[src/rtl/fetch_sequencer.sv]
// fetch_sequencer: fetch/decode/issue sequencer owning pc (ports: imem req/addr/ack/rdata, ir+dec_req to decoder, issue_valid/issue_pc/exec_ready/redirect to execute, halt in, fault/fault_cause/instret out)
module fetch_sequencer #(
  parameter logic [31:0] RESET_PC = 32'h0000_0000
) (
  input  logic        clk,
  input  logic        reset,
  output logic        imem_req,
  output logic [31:0] imem_addr,
  input  logic        imem_ack,
  input  logic [31:0] imem_rdata,
  output logic [31:0] ir,
  output logic        dec_req,
  output logic        issue_valid,
  output logic [31:0] issue_pc,
  input  logic        exec_ready,
  input  logic        redirect,
  input  logic [31:0] redirect_pc,
  input  logic        halt,
  output logic        fault,
  output logic [1:0]  fault_cause,
  output logic [31:0] instret
);
  typedef enum logic [2:0] {FETCH, DECODE, ISSUE, HALTED, FAULT} state_t;
  state_t state, state_n;
  logic [31:0] pc, pc_n, ir_n, instret_n, target;
  logic [1:0] cause_n;
  logic live;
  always_ff @(posedge clk or posedge reset) begin
    if (reset) begin
      state <= FETCH;
      pc <= RESET_PC;
      ir <= 32'h0000_0013;
      instret <= '0;
      fault_cause <= '0;
      live <= 1'b0;
    end else begin
      state <= state_n;
      pc <= pc_n;
      ir <= ir_n;
      instret <= instret_n;
      fault_cause <= cause_n;
      live <= 1'b1;
    end
  end
  always_comb begin
    target = redirect ? redirect_pc : pc + 32'd4;
    state_n = state;
    pc_n = pc;
    ir_n = ir;
    instret_n = instret;
    cause_n = fault_cause;
    case (state)
      FETCH: begin
        ir_n = imem_ack ? imem_rdata : ir;
        state_n = imem_ack ? DECODE : FETCH;
      end
      DECODE: begin
        state_n = ir[1:0] == 2'b11 ? ISSUE : FAULT;
        cause_n = ir[1:0] == 2'b11 ? 2'd0 : 2'd2;
      end
      ISSUE: if (exec_ready) begin
        instret_n = instret + 32'd1;
        pc_n = target;
        state_n = target[1:0] != 2'b00 ? FAULT : halt ? HALTED : FETCH;
        cause_n = target[1:0] != 2'b00 ? 2'd1 : fault_cause;
      end
      HALTED: state_n = halt ? HALTED : FETCH;
      default: ;
    endcase
  end
  always_comb begin
    imem_req = live && state == FETCH;
    imem_addr = pc;
    dec_req = state == DECODE;
    issue_valid = state == ISSUE;
    issue_pc = pc;
    fault = state == FAULT;
  end
endmodule

[config.mk]
export PLATFORM = sky130hd
export DESIGN_NAME = fetch_sequencer
export DESIGN_NICKNAME = d
export VERILOG_FILES = /design/src/rtl/fetch_sequencer.sv
export SDC_FILE = /design/constraint.sdc
export NUM_CORES = 1
export LEC_CHECK = 0
export ABC_CLOCK_PERIOD_IN_PS = 5600
export BUFFER_PORTS_ARGS = -buffer_cell sky130_fd_sc_hd__buf_2
export CORE_UTILIZATION = 25
export DETAILED_ROUTE_END_ITERATION = 16
export SYNTH_ARGS = -nofsm -noshare
export SYNTH_HDL_FRONTEND = slang
export SYNTH_SLANG_ARGS = --single-unit
[constraint.sdc]
create_clock -name clk -period 5.6 [get_ports clk]
set_input_delay 0.28 -clock clk [delete_from_list [all_inputs] [get_ports clk]]
set_output_delay 0.28 -clock clk [all_outputs]
set_load 0.03 [all_outputs]
==> metrics.md, run 1 <==
| Metric | Value |
|---|---|
| Synth area leader | `dfrtp_1` |
| Worst-Skew Late Latency | `350 ps` |
| Min-Delay Endpoint | `ir[12]` |
| Rel. slew slack | `0.190` |
| H-tree depth | `3` |
| Finished Layout Cells | `978` |
| Rows | `53` |
| Multi-input logic area | `2400 µm²` |
| Routed len/inst | `15.8 µm` |
| Ys Warns | `0` |
| WP data arrival | `2670 ps` |
| Core Footprint | `21000 µm²` |
| Setup WS post-layout | `3190 ps` |
| Detailed-placement wirelength estimate | `11300 µm` |
| Pin count of the biggest net entering global routing | `62` |
| Required @ worst endpoint | `5860 ps` |
| Reg2reg setup slack | `3190 ps` |
| # fillers | `2203` |
| Cell variety after synth | `58` |
| Status | `finished, final reports clean` |
| Initial Utilization | `0.255` |
| Clock Path Buffers | `2` |
| N_diodes | `0` |
| RSZ-0062 raised after global routing | `false` |
| Post-CTS resize count | `0` |
| Sequential fraction of design power | `0.520` |
| Psw | `334 µW` |
| Post-synthesis net count | `612` |
| Die Footprint | `22100 µm²` |
| Vias in the first global route | `4217` |
| Largest cells by area after synthesis | `dfrtp_1 (46%), mux2_2 (6.7%), buf_4 (4.5%), xnor2_1 (3.9%), nand3_1 (3.3%)` |
| Dpl cell area | `6410 µm²` |
| Top Ports | `204` |
| Proportion of layout cells with a drive suffix above 1 | `0.387` |
| Int Pwr | `1.08 mW` |
| Synth Register Bits | `102` |
| R2R Path Start | `imem_addr[9]` |
| Peak supply drop | `123 µV` |
| Fin. Hold Viols | `0` |
| Vias/cell | `4.80` |
| Fin util | `0.319` |
| Pins Over Slew Limit | `0` |
| Setup repair bufs after CTS | `0` |
| HP Class | `input port to flip-flop` |
| Clock Pin Slew Worst Setup and Hold Paths | `80 ps` |
| Period utilization | `0.430` |
| Switch share | `0.236` |
| Worst Skew | `14.1 ps` |
| Critical hold path startpoint | `imem_rdata[12]` |
| TritonCTS clock tree | `yes` |
| Max-cap violations | `0` |
| Fmax | `415 MHz` |
| Setup crit start kind | `flip-flop` |
| Mean Syn Cell Area | `9.94 µm²` |
| Area growth, synth to finish | `25.1%` |
| Clk Tree Root Cell | `clkbuf_16` |
| Clock share of power | `0.437` |
| Setup TNS | `0 ps` |
| PwrDens | `211 nW/µm²` |
| Sequential-to-total area share from yosys stat | `0.476` |
| Most common cell after layout, fill and taps aside | `buf_2` |
| Tightest Pin Transition | `1210 ps` |
| Post-route DRC | `0` |
| Logic pwr share | `0.043` |
| Vias | `4696` |
| Initial antenna violation count | `0` |
| Cell Area, Synth | `5370 µm²` |
| Final setup viols | `0` |
| Crit-path cells | `nand4_1 > nor3_1 > a41oi_1 > a211oi_1` |
| # clock sinks | `102` |
| Leak | `3.34 nW` |
| Hold path cells | `2` |
| Reg area | `2560 µm²` |
| DP Cell Count | `961` |
| Die width | `149 µm` |
| Pre-CTS setup slack | `3180 ps` |
| RR Endpoint | `imem_addr[25]` |
| Cell count after synthesis | `540` |
| TritonCTS buffer count | `9` |
| Final Critical Period | `2410 ps` |
| Die Height | `149 µm` |
| Starting DRT DRC Count | `277` |
| Reg2Reg Depth | `4` |
| Aggregate global routing overflow | `0` |
| I/O Buffers | `203` |
| Ys flop type | `dfrtp_1` |
| Pre-antenna DRT Iters | `6` |
| Global-route wire length before repair | `23800 µm` |
| Final WL | `15500 µm` |
| Synth top area share | `0.462` |
| CP endpoint kind | `flip-flop` |
| Global Route Usage Sum | `0.140` |
| WS Path Type | `flip-flop to flip-flop` |
| GP Congestion | `0.790` |
| CP max stage delay | `1040 ps` |
| Post-synth EDFFs | `0` |
| Commonest cells after routing, fill and taps aside | `buf_2 (203), dfrtp_1 (99), nand3_1 (35)` |
| Design Area, Final | `6720 µm²` |
| Critical-path maximum fanout | `11` |
| Nets | `770` |
| Slowest cell on the critical path | `nor3_1` |
| Synth async-reset ratio | `1.00` |
| Antenna Nets Post-Route | `0` |
-- how the worst max path moves through the flow --
stage                       startpoint              to  slack (ps)  cells past startpoint
after floorplan                  reset  fault_cause[0]        2650                      1
after global placement        redirect        state[1]        3180                      6
after detailed placement      redirect        state[1]        3180                      6
after CTS                 imem_addr[9]   imem_addr[25]        3260                      4
after global routing      imem_addr[9]   imem_addr[21]        3070                      4
final                     imem_addr[9]   imem_addr[25]        3190                      4
-- routing by layer --
| layer | part of all wire | vias to the layer above | GRT usage |
|---|---|---|---|
| met5 | 0 | - | 0 |
| met1 | 0.46 | 2238 | 0.187 |
| met4 | 0.0056 | 0 | 0.0294 |
| met2 | 0.47 | 191 | 0.229 |
| met3 | 0.064 | 5 | 0.0316 |
| li1 | - | 2262 | - |
-- synth_stat cells (5+ instances only) --
cell type,instances
xor2_1,7
xnor2_1,24
nor2_1,25
nand4_1,27
nand3_1,35
a31oi_1,5
o21ai_0,20
buf_2,13
and2_1,5
dfrtp_1,99
inv_1,14
mux2_2,32
or3_1,11
nand2_1,34
and3_1,11
clkbuf_1,16
buf_4,32
nor4_1,12
a21oi_1,17
nor3_1,26
-- timing repair --
action	CTS	global route
hold buffers	1	0
endpoints found under the setup margin	0	0
endpoints found under the hold margin	26	0
-- worst max-delay path: cells and delay by family, from the launching register on --
family / cells / cell delay [ps]
flip-flops: 1 / 480
AO/OA/AOI/OAI: 2 / 500
AND/OR/NAND/NOR: 2 / 1330
-- metrics by stage --
stage / power (mW) / hold slack [ps]
final: 1.42 / 162
after global routing: 1.48 / 145
after CTS: 1.45 / 136
after detailed placement: 0.814 / 371
after global placement: 0.814 / 373
after floorplan: 0.777 / 385
-- cell type report --
| type | count | share of cell area |
|---|---|---|
| Sequential cell | 102 | 0.381 |
| Multi-Input combinational cell | 361 | 0.357 |
| Timing Repair Buffer | 210 | 0.159 |
| Tap cell | 275 | 0.0512 |
| Clock buffer | 10 | 0.0356 |
| Inverter | 14 | 0.00820 |
| Clock inverter | 6 | 0.00764 |
-- power groups by stage --
stage | Sequential [mW] | Clock (mW) | Combinational [mW]
final | 0.736 | 0.619 | 0.0611
after floorplan | 0.751 | 0 | 0.0263
after detailed placement | 0.751 | 0 | 0.0627
after global placement | 0.751 | 0 | 0.0629
after global routing | 0.736 | 0.678 | 0.0694
after CTS | 0.736 | 0.652 | 0.0633
-- state kept, by name, indices dropped and copies added (netlist names) --
signal,count
instret,32
imem_addr,32
live,1
state,3
ir,32
fault_cause,2
-- cell families (layout without fill, tap and decap cells) --
| kind of cell | count (synthesis) | after routing | synth area share |
|---|---|---|---|
| simple gates | 207 | 207 | 0.208 |
| flops | 102 | 102 | 0.476 |
| compound gates | 86 | 86 | 0.109 |
| buf+inv | 77 | 240 | 0.0807 |
| mux | 34 | 34 | 0.0709 |
| xor+xnor | 31 | 31 | 0.0506 |
| fa+ha+maj | 2 | 2 | 0.00466 |
| other cells | 1 | 1 | 0.000699 |
Note: power is estimated with default switching activity, not from simulation.
==> inputs of run 2 (changes only) <==
- ABC_CLOCK_PERIOD_IN_PS: 5600 -> 2300
- clock period: 5.6 -> 2.3 ns (I/O delays scaled with it)
==> run 2 against run 1 <==
Effect of this change: worst setup slack worse by 2900 ps; clock-buffer cell count down 1; die area unchanged; non-clock buffer count up 49; routed wire length up 1.9%; clock skew down 4.8 ps; critical path depth up 1; critical path type unchanged; largest power group unchanged.
==> metrics.md, run 2 (synthesized netlist as in run 1, its figures left out) <==
| Metric | Value |
|---|---|
| Status | `finished, final reports clean` |
| TritonCTS clock tree | `yes` |
| Pins Over Slew Limit | `0` |
| Pre-antenna DRT Iters | `4` |
| Worst-Skew Late Latency | `360 ps` |
| Final hold slack | `14.8 ps` |
| Reg2reg setup slack | `330 ps` |
| Clock Pin Slew Worst Setup and Hold Paths | `80 ps` |
| WS Path Type | `flip-flop to flip-flop` |
| Leak | `3.58 nW` |
| Total Power | `3.59 mW` |
| Critical hold path startpoint | `redirect_pc[29]` |
| Reg2Reg Depth | `5` |
| CP startpoint | `imem_addr[2]` |
| N_diodes | `0` |
| Die width | `149 µm` |
| Die Footprint | `22100 µm²` |
| Post-CTS Hold Fix Bufs | `35` |
| Vias/cell | `4.81` |
| R2R Path Start | `imem_addr[2]` |
| Die Height | `149 µm` |
| Crit path to | `imem_addr[18]` |
| Period utilization | `0.854` |
| I/O Buffers | `203` |
| Initial Utilization | `0.255` |
| Final setup viols | `0` |
| Setup repair bufs after CTS | `0` |
| Vias in the first global route | `4590` |
| H-tree depth | `3` |
| Proportion of layout cells with a drive suffix above 1 | `0.379` |
| Peak supply drop | `334 µV` |
| Vias | `4941` |
| Critical-path maximum fanout | `7` |
| Max-cap violations | `0` |
| # fillers | `2135` |
| Starting DRT DRC Count | `214` |
| Final WL | `15800 µm` |
| HP Class | `input port to flip-flop` |
| Rel. slew slack | `0.614` |
| Pin count of the biggest net entering global routing | `103` |
| Tightest Pin Transition | `579 ps` |
| Global-route wire length before repair | `24800 µm` |
| Dpl cell area | `6550 µm²` |
| Worst Skew | `9.36 ps` |
| Most common cell after layout, fill and taps aside | `buf_2` |
| Clock Path Buffers | `2` |
| Core Footprint | `21000 µm²` |
| TritonCTS buffer count | `9` |
| Top Ports | `204` |
| Post-route DRC | `0` |
| Post-CTS resize count | `0` |
| Final Critical Period | `1970 ps` |
| Setup TNS | `0 ps` |
| RSZ-0062 raised after global routing | `false` |
| Global Route Usage Sum | `0.144` |
| GP Congestion | `0.807` |
| PwrDens | `496 nW/µm²` |
| Commonest cells after routing, fill and taps aside | `buf_2 (203), dfrtp_1 (99), dlygate4sd3_1 (37)` |
| Rows | `53` |
| Fin. Hold Viols | `0` |
| Nets | `819` |
| Initial antenna violation count | `0` |
| Aggregate global routing overflow | `0` |
| Required @ worst endpoint | `2540 ps` |
| Routed len/inst | `15.4 µm` |
| Setup crit start kind | `flip-flop` |
| Clk Tree Root Cell | `clkbuf_16` |
| Antenna Nets Post-Route | `0` |
| Fmax | `509 MHz` |
| RR Endpoint | `imem_addr[18]` |
| Detailed-placement wirelength estimate | `11000 µm` |
| # clock sinks | `102` |
| CP endpoint kind | `flip-flop` |
| Area growth, synth to finish | `34.9%` |
| Design Area, Final | `7240 µm²` |
| WP data arrival | `2210 ps` |
[run 2: layer usage]
layer,up-vias,track usage,part of all wire
li1,2359,-,-
met1,2353,0.190,0.44
met2,218,0.234,0.47
met3,11,0.0353,0.079
met4,0,0.0387,0.010
met5,-,0,0
[run 2: how the worst min path moves through the flow]
stage	end	slack, ps	cells past startpoint
finish	imem_addr[29]	10	3
global route	ir[12]	3	2
CTS	ir[27]	0.4	2
detailed placement	ir[23]	340	3
global placement	ir[31]	340	3
floorplan	imem_addr[0]	220	2
[run 2: through the flow]
stage,util,setup WS (ps),cells
2_1_floorplan,-,430,540
4_1_cts,0.343,324,1025
3_3_place_gp,0.312,382,974
5_1_grt,0.344,87.4,1027
6_report,0.344,335,1027
3_5_place_dp,0.312,338,974
[run 2: layout make-up]
class	instances	area [µm²]	share of cell area
clock inverter	7	93.8	0.0130
tap	275	344	0.0475
sequential	102	2560	0.353
multi-input combinational	361	2400	0.331
inverter	14	56.3	0.00778
timing repair buffer	259	1570	0.216
clock buffer	9	225	0.0311
[run 2: power by group]
| group | internal (mW) | leakage [nW] | switching [mW] |
|---|---|---|---|
| Combinational | 0.104 | 2.05 | 0.101 |
| Clock | 0.784 | 0.153 | 0.809 |
| Sequential | 1.79 | 1.37 | 0.000110 |
| Total | 2.68 | 3.58 | 0.910 |
[run 2: worst max-delay path: stages, from the launching register on]
cell and delay, ps:
dfrtp_1 440, ha_1 270, nand3_1 210, nor4_2 540
a41oi_1 230, a2bb2oi_1 170
